--- config.mk ---
export PLATFORM = sky130hd
export DESIGN_NAME = xc_malu_multiply
export DESIGN_NICKNAME = d
export VERILOG_FILES = /design/src/rtl/xc_malu_multiply.sv
export SDC_FILE = /design/constraint.sdc
export NUM_CORES = 1
export LEC_CHECK = 0
export CORE_MARGIN = 2
export CORE_UTILIZATION = 48
export DETAILED_ROUTE_END_ITERATION = 10
export DONT_BUFFER_PORTS = 1
export MAX_ROUTING_LAYER = met4
export PLACE_DENSITY_LB_ADDON = 0.08
export SETUP_SLACK_MARGIN = 0.3
export SLEW_MARGIN = 20
export SYNTH_ARGS = -nofsm -noshare
export SYNTH_HDL_FRONTEND = slang
export SYNTH_SLANG_ARGS = --single-unit
--- constraint.sdc ---
create_clock -name clock -period 3.6 [get_ports clock]
set_input_delay 0.36 -clock clock [delete_from_list [all_inputs] [get_ports clock]]
set_output_delay 0.36 -clock clock [all_outputs]
set_load 0.02 [all_outputs]
--- src/rtl/xc_malu_multiply.sv ---
// Sequential radix-2 shift-add multiplier: 32x32 -> 64-bit product, one bit per cycle,
// using the shared MALU packed adder. Covers mul/mulh/mulhsu/mulhu sign modes.
module xc_malu_multiply (
    input  logic        clock,
    input  logic        resetn,
    input  logic [31:0] rs1,
    input  logic [31:0] rs2,
    input  logic        valid,
    input  logic        op_signed_lhs,
    input  logic        op_signed_rhs,
    input  logic        flush,
    output logic [31:0] padd_lhs,
    output logic [31:0] padd_rhs,
    output logic        padd_sub,
    input  logic [31:0] padd_carry,
    input  logic [31:0] padd_result,
    output logic [63:0] result,
    output logic        finished
);

    typedef enum logic [1:0] {
        IDLE = 2'd0,
        RUN  = 2'd1,
        FIX  = 2'd2,
        DONE = 2'd3
    } fsm_t;

    fsm_t        fsm_reg,   fsm_next;
    logic [4:0]  cnt_reg,   cnt_next;
    logic [63:0] acc_reg,   acc_next;
    logic [31:0] mcand_reg, mcand_next;
    logic        neg_reg,   neg_next;

    logic        sign_lhs;
    logic        sign_rhs;
    logic [31:0] mag_lhs;
    logic [31:0] mag_rhs;
    logic        in_run;
    logic        add_en;

    // Only the top carry feeds the accumulator; lower carries belong to the divider.
    logic        unused_carry;
    assign unused_carry = ^padd_carry[30:0];

    // Operands are reduced to magnitudes; 0x80000000 negates to itself, which read
    // unsigned is exactly 2^31, so no overflow special case is needed.
    assign sign_lhs = op_signed_lhs & rs1[31];
    assign sign_rhs = op_signed_rhs & rs2[31];
    assign mag_lhs  = sign_lhs ? (~rs1 + 32'd1) : rs1;
    assign mag_rhs  = sign_rhs ? (~rs2 + 32'd1) : rs2;

    assign in_run   = (fsm_reg == RUN);
    assign add_en   = in_run & acc_reg[0];

    assign padd_lhs = in_run ? acc_reg[63:32] : 32'd0;
    assign padd_sub = 1'b0;

    genvar gi;
    generate
        for (gi = 0; gi < 32; gi++) begin : g_rhs_mask
            assign padd_rhs[gi] = add_en & mcand_reg[gi];
        end
    endgenerate

    assign finished = (fsm_reg == DONE);
    assign result   = acc_reg;

    always_comb begin
        fsm_next   = fsm_reg;
        cnt_next   = cnt_reg;
        acc_next   = acc_reg;
        mcand_next = mcand_reg;
        neg_next   = neg_reg;

        if (flush) begin
            fsm_next = IDLE;
            cnt_next = 5'd0;
        end else begin
            case (fsm_reg)
                IDLE: begin
                    if (valid) begin
                        fsm_next   = RUN;
                        cnt_next   = 5'd0;
                        acc_next   = {32'd0, mag_lhs};
                        mcand_next = mag_rhs;
                        neg_next   = sign_lhs ^ sign_rhs;
                    end
                end
                RUN: begin
                    // Add into the high half, then shift the 33-bit sum down one place.
                    acc_next = {padd_carry[31], padd_result, acc_reg[31:1]};
                    cnt_next = cnt_reg + 5'd1;
                    if (cnt_reg == 5'd31) begin
                        fsm_next = FIX;
                    end
                end
                FIX: begin
                    // Runs even for positive results so latency is data independent.
                    acc_next = neg_reg ? (~acc_reg + 64'd1) : acc_reg;
                    fsm_next = DONE;
                end
                DONE: begin
                    if (!valid) begin
                        fsm_next = IDLE;
                    end
                end
                default: begin
                    fsm_next = IDLE;
                end
            endcase
        end
    end

    always_ff @(posedge clock or negedge resetn) begin
        if (!resetn) begin
            fsm_reg   <= IDLE;
            cnt_reg   <= 5'd0;
            acc_reg   <= 64'd0;
            mcand_reg <= 32'd0;
            neg_reg   <= 1'b0;
        end else begin
            fsm_reg   <= fsm_next;
            cnt_reg   <= cnt_next;
            acc_reg   <= acc_next;
            mcand_reg <= mcand_next;
            neg_reg   <= neg_next;
        end
    end

endmodule
==> results.yml, run 1 <==
cells_and_area:
  finalNetCount: 1155
  largest_register_ffs: 64
  syn2layout_area_growth_pct: 7.51
  diodes: 0
  drive_above_1_share_pct: 6.88
  fin_util_pct: 52.6
place:
  gp_congestion: 0.895
  hpwl_mm: 17.8
  portBuffers: 0
synth:
  async_reset_ff_share_pct: 100
  ys_types: 70
  ys_warn_count: 0
  synth_edf_count: 0
  syn_inst: 1047
  syn_nets: 1190
  yosysSeqAreaShare_pct: 32.1
  postSynthAreaPerCell_um2: 7.75
  synth_seq_cells: 104
  netlist_area_um2: 8120
  dominantRegCellSynth: "dfrtp_1"
timing:
  fin_tns_setup_ps: 0
  hold_viol_final: 0
  rsz0062_at_grt: "false"
  slew_viol_final: 0
  setup_viol: 0
  skew_ps: 8.22
  min_period_over_period_pct: 87.6
  tightest_slew_ps: 899
  timing.fmax_mhz: 317
  finalCriticalPeriod_ps: 3150
  slew-limit-headroom_pct: 39.5
clock_tree:
  cts_tree: "yes"
  cts_buffer_depth: 2
  cts_root_buffer: "clkbuf_16"
  htreeDepth: 3
  cts.sinks: 104
  insertion_delay_ps: 360
  cts-buffers-inserted: 9
  clkTransAtPathRegs_ps: 70
setup_path:
  max_stage_delay_ps: 620
  slowest_stage: "or4_4"
  end_kind: "flip-flop"
  cp_cell_sequence: "or4_4 > or4_1 > or4_4 > nor2_1 > a211oi_1 > a221o_1"
  startpoint_type: "flip-flop"
  crit_top_cell: "or4_4"
  worst-endpoint-required_ps: 3850
  path_max_fanout: 11
  worstSetupPathType: "reg2reg"
  worstPathArrival_ps: 3400
power:
  comb_power_share_pct: 49.2
  clkPwrFrac_pct: 14.8
  switching_share_pct: 52.2
  power.internal_mw: 3.72
  power_switching_mw: 4.06
  p_leak_nw: 3.53
  vdd_ir_drop_max_uv: 444
  p_per_area_nw_per_um2: 892
  seq_power_share_pct: 36.0
route:
  num_vias: 7835
  first_iter_violations: 550
  wl_per_cell_um: 20.6
  via_per_inst: 6.33
  drtPass1Iterations: 6
  route.detailed.drc: 0
  drt-total-wl_mm: 25.4
  ant_nets: 0
run:
  max_cap_viol_count: 0
floorplanning:
  row_count: 47
  die_h_um: 134
  io_pins: 264
  die_area_um2: 18000
  fp.coreArea_um2: 16600
  start_util_pct: 48.9
  die_x_um: 134
grt:
  track_usage_pct: 29.2
  grt_first_pass_wirelength_mm: 40.3
  overflow: 0
  antenna_found_initial: 0
  grt_max_degree: 105
  grt_pass1_vias: 7297
outcome:
  status: "complete, no violations"
min_path:
  hold_path.class: "in2reg"
through the flow:
stage | hold WS (ps) | power (mW) | cells | setup slack, ps | instance area, µm²
5_1_grt | 33.4 | 8.42 | 1237 | 333 | 8720
3_3_place_gp | 68.7 | 6.55 | 1219 | 489 | 8340
4_1_cts | 41.8 | 7.78 | 1237 | 462 | 8710
2_1_floorplan | 64.4 | 5.46 | 1047 | 762 | 8120
6_report | 56.3 | 7.78 | 1237 | 447 | 8720
3_5_place_dp | 69.1 | 6.58 | 1219 | 463 | 8340
placed cells by master, fill, tap and decap left out, types with 33 or more instances in the layout:
| cell type | synthesis | routed |
|---|---|---|
| a21oi_1 | 73 | 73 |
| and2_1 | 40 | 40 |
| and3_1 | 46 | 45 |
| buf_4 | 1 | 34 |
| dfrtp_1 | 104 | 104 |
| nand2_1 | 109 | 109 |
| nor2_1 | 81 | 81 |
| nor3_1 | 34 | 34 |
| o21ai_0 | 96 | 96 |
| xnor2_1 | 33 | 33 |
| xor2_1 | 34 | 34 |
Yosys cell counts (6+ instances only):
cell type / n / area [µm²]
nand2_1: 109 / 409
a21oi_1: 73 / 365
nor4_1: 27 / 169
ha_1: 9 / 113
or3_1: 20 / 125
xor2_1: 34 / 298
nor3_1: 34 / 170
o41ai_1: 7 / 61.3
a221oi_1: 13 / 114
nand4_1: 16 / 100
a22oi_1: 13 / 97.6
and3_1: 46 / 288
a31oi_1: 6 / 37.5
a211oi_1: 8 / 60.1
nor2_1: 81 / 304
or4_1: 15 / 113
and2_1: 40 / 250
nand2b_1: 11 / 68.8
clkbuf_1: 74 / 278
dfrtp_1: 104 / 2600
xnor2_1: 33 / 289
o21ai_0: 96 / 480
o31ai_1: 18 / 135
nand3b_1: 7 / 52.6
nand3_1: 27 / 135
inv_1: 14 / 52.6
a21o_1: 10 / 75.1
timing repair:
action | in CTS | in global routing
endpoints found under the setup margin | 0 | 1
resized for setup | 0 | 2
endpoints found under the hold margin | 104 | 0
buffers inserted | 0 | 0
hold buffers | 2 | 0
logic make-up after synthesis:
logic type / synth area share, %
muxes: 1.03
and+or+nand+nor: 29.6
xor gates and xnor gates: 7.23
other: 0.0462
DFF: 32.1
AOI/OAI and AO/OA: 24.0
adders and majority gates: 1.39
buffers and inverters: 4.59
power by group through the flow:
stage / Combinational [mW] / Sequential, mW / Clock (mW)
2_1_floorplan: 2.83 / 2.63 / 0
3_3_place_gp: 3.76 / 2.79 / 0
3_5_place_dp: 3.78 / 2.80 / 0
4_1_cts: 3.83 / 2.78 / 1.17
5_1_grt: 4.30 / 2.90 / 1.22
6_report: 3.83 / 2.80 / 1.15
final timing paths:
check,startpoint,to,slack (ps),cells past startpoint
max in group asynchronous,resetn,mcand_reg[24]$_DFFE_PN0P_,2500,2
hold / removal,flush,cnt_reg[1]$_DFFE_PN0P_,60,1
hold reg to reg,mcand_reg[26]$_DFFE_PN0P_,mcand_reg[26]$_DFFE_PN0P_,480,2
min in group asynchronous,resetn,result[61]$_DFFE_PN0P_,550,2
setup / recovery,result[21]$_DFFE_PN0P_,result[55]$_DFFE_PN0P_,450,6
setup reg to reg,result[21]$_DFFE_PN0P_,result[55]$_DFFE_PN0P_,450,6
routing by layer:
layer	track usage (%)	routed length [µm]
met1	37.3	11100
met2	46.0	12000
met3	7.11	1840
met4	9.12	540
met5	-	0
worst max-delay path, delay by kind of cell (launching register included):
kind / cells / cell delay [ps]
AND/OR/NAND/NOR: 4 / 2060
flip-flops: 1 / 540
AO/OA/AOI/OAI: 2 / 430
cell type report:
cell class | count | area [µm²]
fill | 1632 | 7860
multi-input combinational | 847 | 5170
sequential | 104 | 2600
timing repair buffer | 36 | 293
tap | 220 | 275
clock buffer | 13 | 240
clock inverter | 3 | 90.1
inverter | 14 | 52.6
Note: power is estimated with default switching activity, not from simulation.
==> run 2: changes to the inputs <==
--- a/config.mk
+++ b/config.mk
@@ -12,6 +12,7 @@
 export MAX_ROUTING_LAYER = met4
 export PLACE_DENSITY_LB_ADDON = 0.08
 export SETUP_SLACK_MARGIN = 0.3
+export SKIP_LAST_GASP = 1
 export SLEW_MARGIN = 20
 export SYNTH_ARGS = -nofsm -noshare
 export SYNTH_HDL_FRONTEND = slang
==> results of run 2 <==
Same layout as run 1: the final DEF is identical, and so are final timing and power.
==> run 3: changes to the inputs <==
==> constraint.sdc (replaced) <==
create_clock -name clock -period 3.7 [get_ports clock]
set_input_delay 0.555 -clock clock [delete_from_list [all_inputs] [get_ports clock]]
set_output_delay 0.555 -clock clock [all_outputs]
set_load 0.02 [all_outputs]
==> results.yml, run 3 (synthesis gave the netlist of run 1 again) <==
setup_path:
  cp_cell_sequence: "nor4_1 > and4_1 > nand4_1 > or4_1 > o21a_1 > a221o_1"
  worstPathArrival_ps: 3430
  reg2reg_setup_slack_ps: 510
  worstSetupPathType: "reg2reg"
  slowest_stage: "or4_1"
  r2r_end: "result[56]$_DFFE_PN0P_"
  worst-endpoint-required_ps: 3940
  path_max_fanout: 7
  end_kind: "flip-flop"
  startpoint: "result[3]$_DFFE_PN0P_"
  startpoint_type: "flip-flop"
  timing.rr.start: "result[3]$_DFFE_PN0P_"
  max_stage_delay_ps: 740
  crit_end: "result[56]$_DFFE_PN0P_"
  reg2reg_depth: 6
clock_tree:
  cts_buffer_depth: 2
  cts_root_buffer: "clkbuf_16"
  insertion_delay_ps: 360
  clkTransAtPathRegs_ps: 70
  cts_setup_buffers: 0
  htreeDepth: 3
  cts-buffers-inserted: 9
  cts.sinks: 104
  cts_tree: "yes"
timing:
  slew-limit-headroom_pct: 43.4
  tightest_slew_ps: 842
  timing.fmax_mhz: 313
  setup_viol: 0
  rsz0062_at_grt: "false"
  setup_ws_ps: 510
  slew_viol_final: 0
  fin_tns_setup_ps: 0
  finalCriticalPeriod_ps: 3190
  min_period_over_period_pct: 86.2
  skew_ps: 9.63
  hold_viol_final: 0
power:
  p_per_area_nw_per_um2: 864
  clkPwrFrac_pct: 14.1
  seq_power_share_pct: 36.4
  power.internal_mw: 3.55
  vdd_ir_drop_max_uv: 411
  fin_total_pwr_mw: 7.48
  switching_share_pct: 52.5
  power_switching_mw: 3.93
  comb_power_share_pct: 49.4
  p_leak_nw: 3.50
place:
  hpwl_mm: 17.9
  portBuffers: 0
  dp_cells: 1216
  post-place-ws_ps: 465
  gp_congestion: 0.899
floorplanning:
  row_count: 47
  die_x_um: 134
  fp.coreArea_um2: 16600
  io_pins: 264
  die_area_um2: 18000
  die_h_um: 134
  start_util_pct: 48.9
cells_and_area:
  drive_above_1_share_pct: 6.73
  final_common_cell: "nand2_1"
  final_cells: 1231
  diodes: 0
  final_cell_mix: "nand2_1, dfrtp_1, o21ai_0"
  largest_register_ffs: 64
  syn2layout_area_growth_pct: 6.75
  finalNetCount: 1151
grt:
  overflow: 0
  antenna_found_initial: 0
  grt_first_pass_wirelength_mm: 40.4
  track_usage_pct: 28.8
  grt_pass1_vias: 7429
  grt_max_degree: 105
route:
  ant_nets: 0
  drtPass1Iterations: 5
  via_per_inst: 6.38
  num_vias: 7850
  first_iter_violations: 590
  wl_per_cell_um: 20.7
  route.detailed.drc: 0
  drt-total-wl_mm: 25.4
min_path:
  hold_path.class: "in2async"
outcome:
  status: "complete, no violations"
run:
  max_cap_viol_count: 0
==> run 3: changes by cell type in the layout (fill, tap and decap cells not counted), sizes merged <==
cell / previous run / this run
buf: 35 / 32
clkbuf: 13 / 11
clkinvlp: 0 / 1
bufinv: 3 / 2
dlygate4sd3: 1 / 0
==> run 3: metrics by stage <==
stage               hold WS [ps]  utilization (%)  instance area, µm²
floorplan                    259                -                8120
global placement             262             50.2                8320
detailed placement           263             50.2                8320
CTS                          167             52.2                8660
global route                 175             52.2                8660
finish                       109             52.2                8660
==> run 3: power by group through the flow <==
| stage | clock network, mW | registers, mW | logic, mW |
|---|---|---|---|
| finish | 1.06 | 2.73 | 3.70 |
| global route | 1.12 | 2.82 | 4.15 |
| CTS | 1.08 | 2.72 | 3.70 |
| detailed placement | 0 | 2.74 | 3.66 |
| global placement | 0 | 2.72 | 3.63 |
| floorplan | 0 | 2.56 | 2.75 |
==> run 3: final cells by class <==
type                       instances  area, µm²
clock inverter                     3       67.6
inverter                          14       52.6
fill                            1658       7920
sequential                       104       2600
multi-input combinational        847       5160
tap                              220        275
clock buffer                      11        243
timing repair buffer              32        260
==> run 3: worst min path at each step <==
stage / to / slack (ps) / depth (start not counted)
global placement: result[53]$_DFFE_PN0P_ / 260 / 0
CTS: result[53]$_DFFE_PN0P_ / 170 / 1
detailed placement: result[53]$_DFFE_PN0P_ / 260 / 0
finish: result[53]$_DFFE_PN0P_ / 110 / 1
floorplan: cnt_reg[0]$_DFFE_PN0P_ / 260 / 0
global route: result[53]$_DFFE_PN0P_ / 180 / 1
==> run 3: worst max-delay path, delay by kind of cell (launching register included) <==
kind | cells | cell delay [ps]
compound gates | 2 | 480
flops | 1 | 520
simple gates | 4 | 2080
==> run 3: repair_timing <==
| action | 4_1_cts | 5_1_grt |
|---|---|---|
| resized for setup | 0 | 1 |
| hold buffers | 1 | 0 |
| setup endpoints to repair | 0 | 2 |
| hold endpoints to repair | 104 | 0 |
==> run 3: per-layer routing <==
layer / up-vias / part of all wire, % / GRT usage, %
met2: 301 / 48 / 45.9
met5: - / 0 / -
met4: 0 / 1.6 / 7.54
li1: 3778 / - / -
met1: 3746 / 43 / 37.1
met3: 25 / 7.7 / 6.92
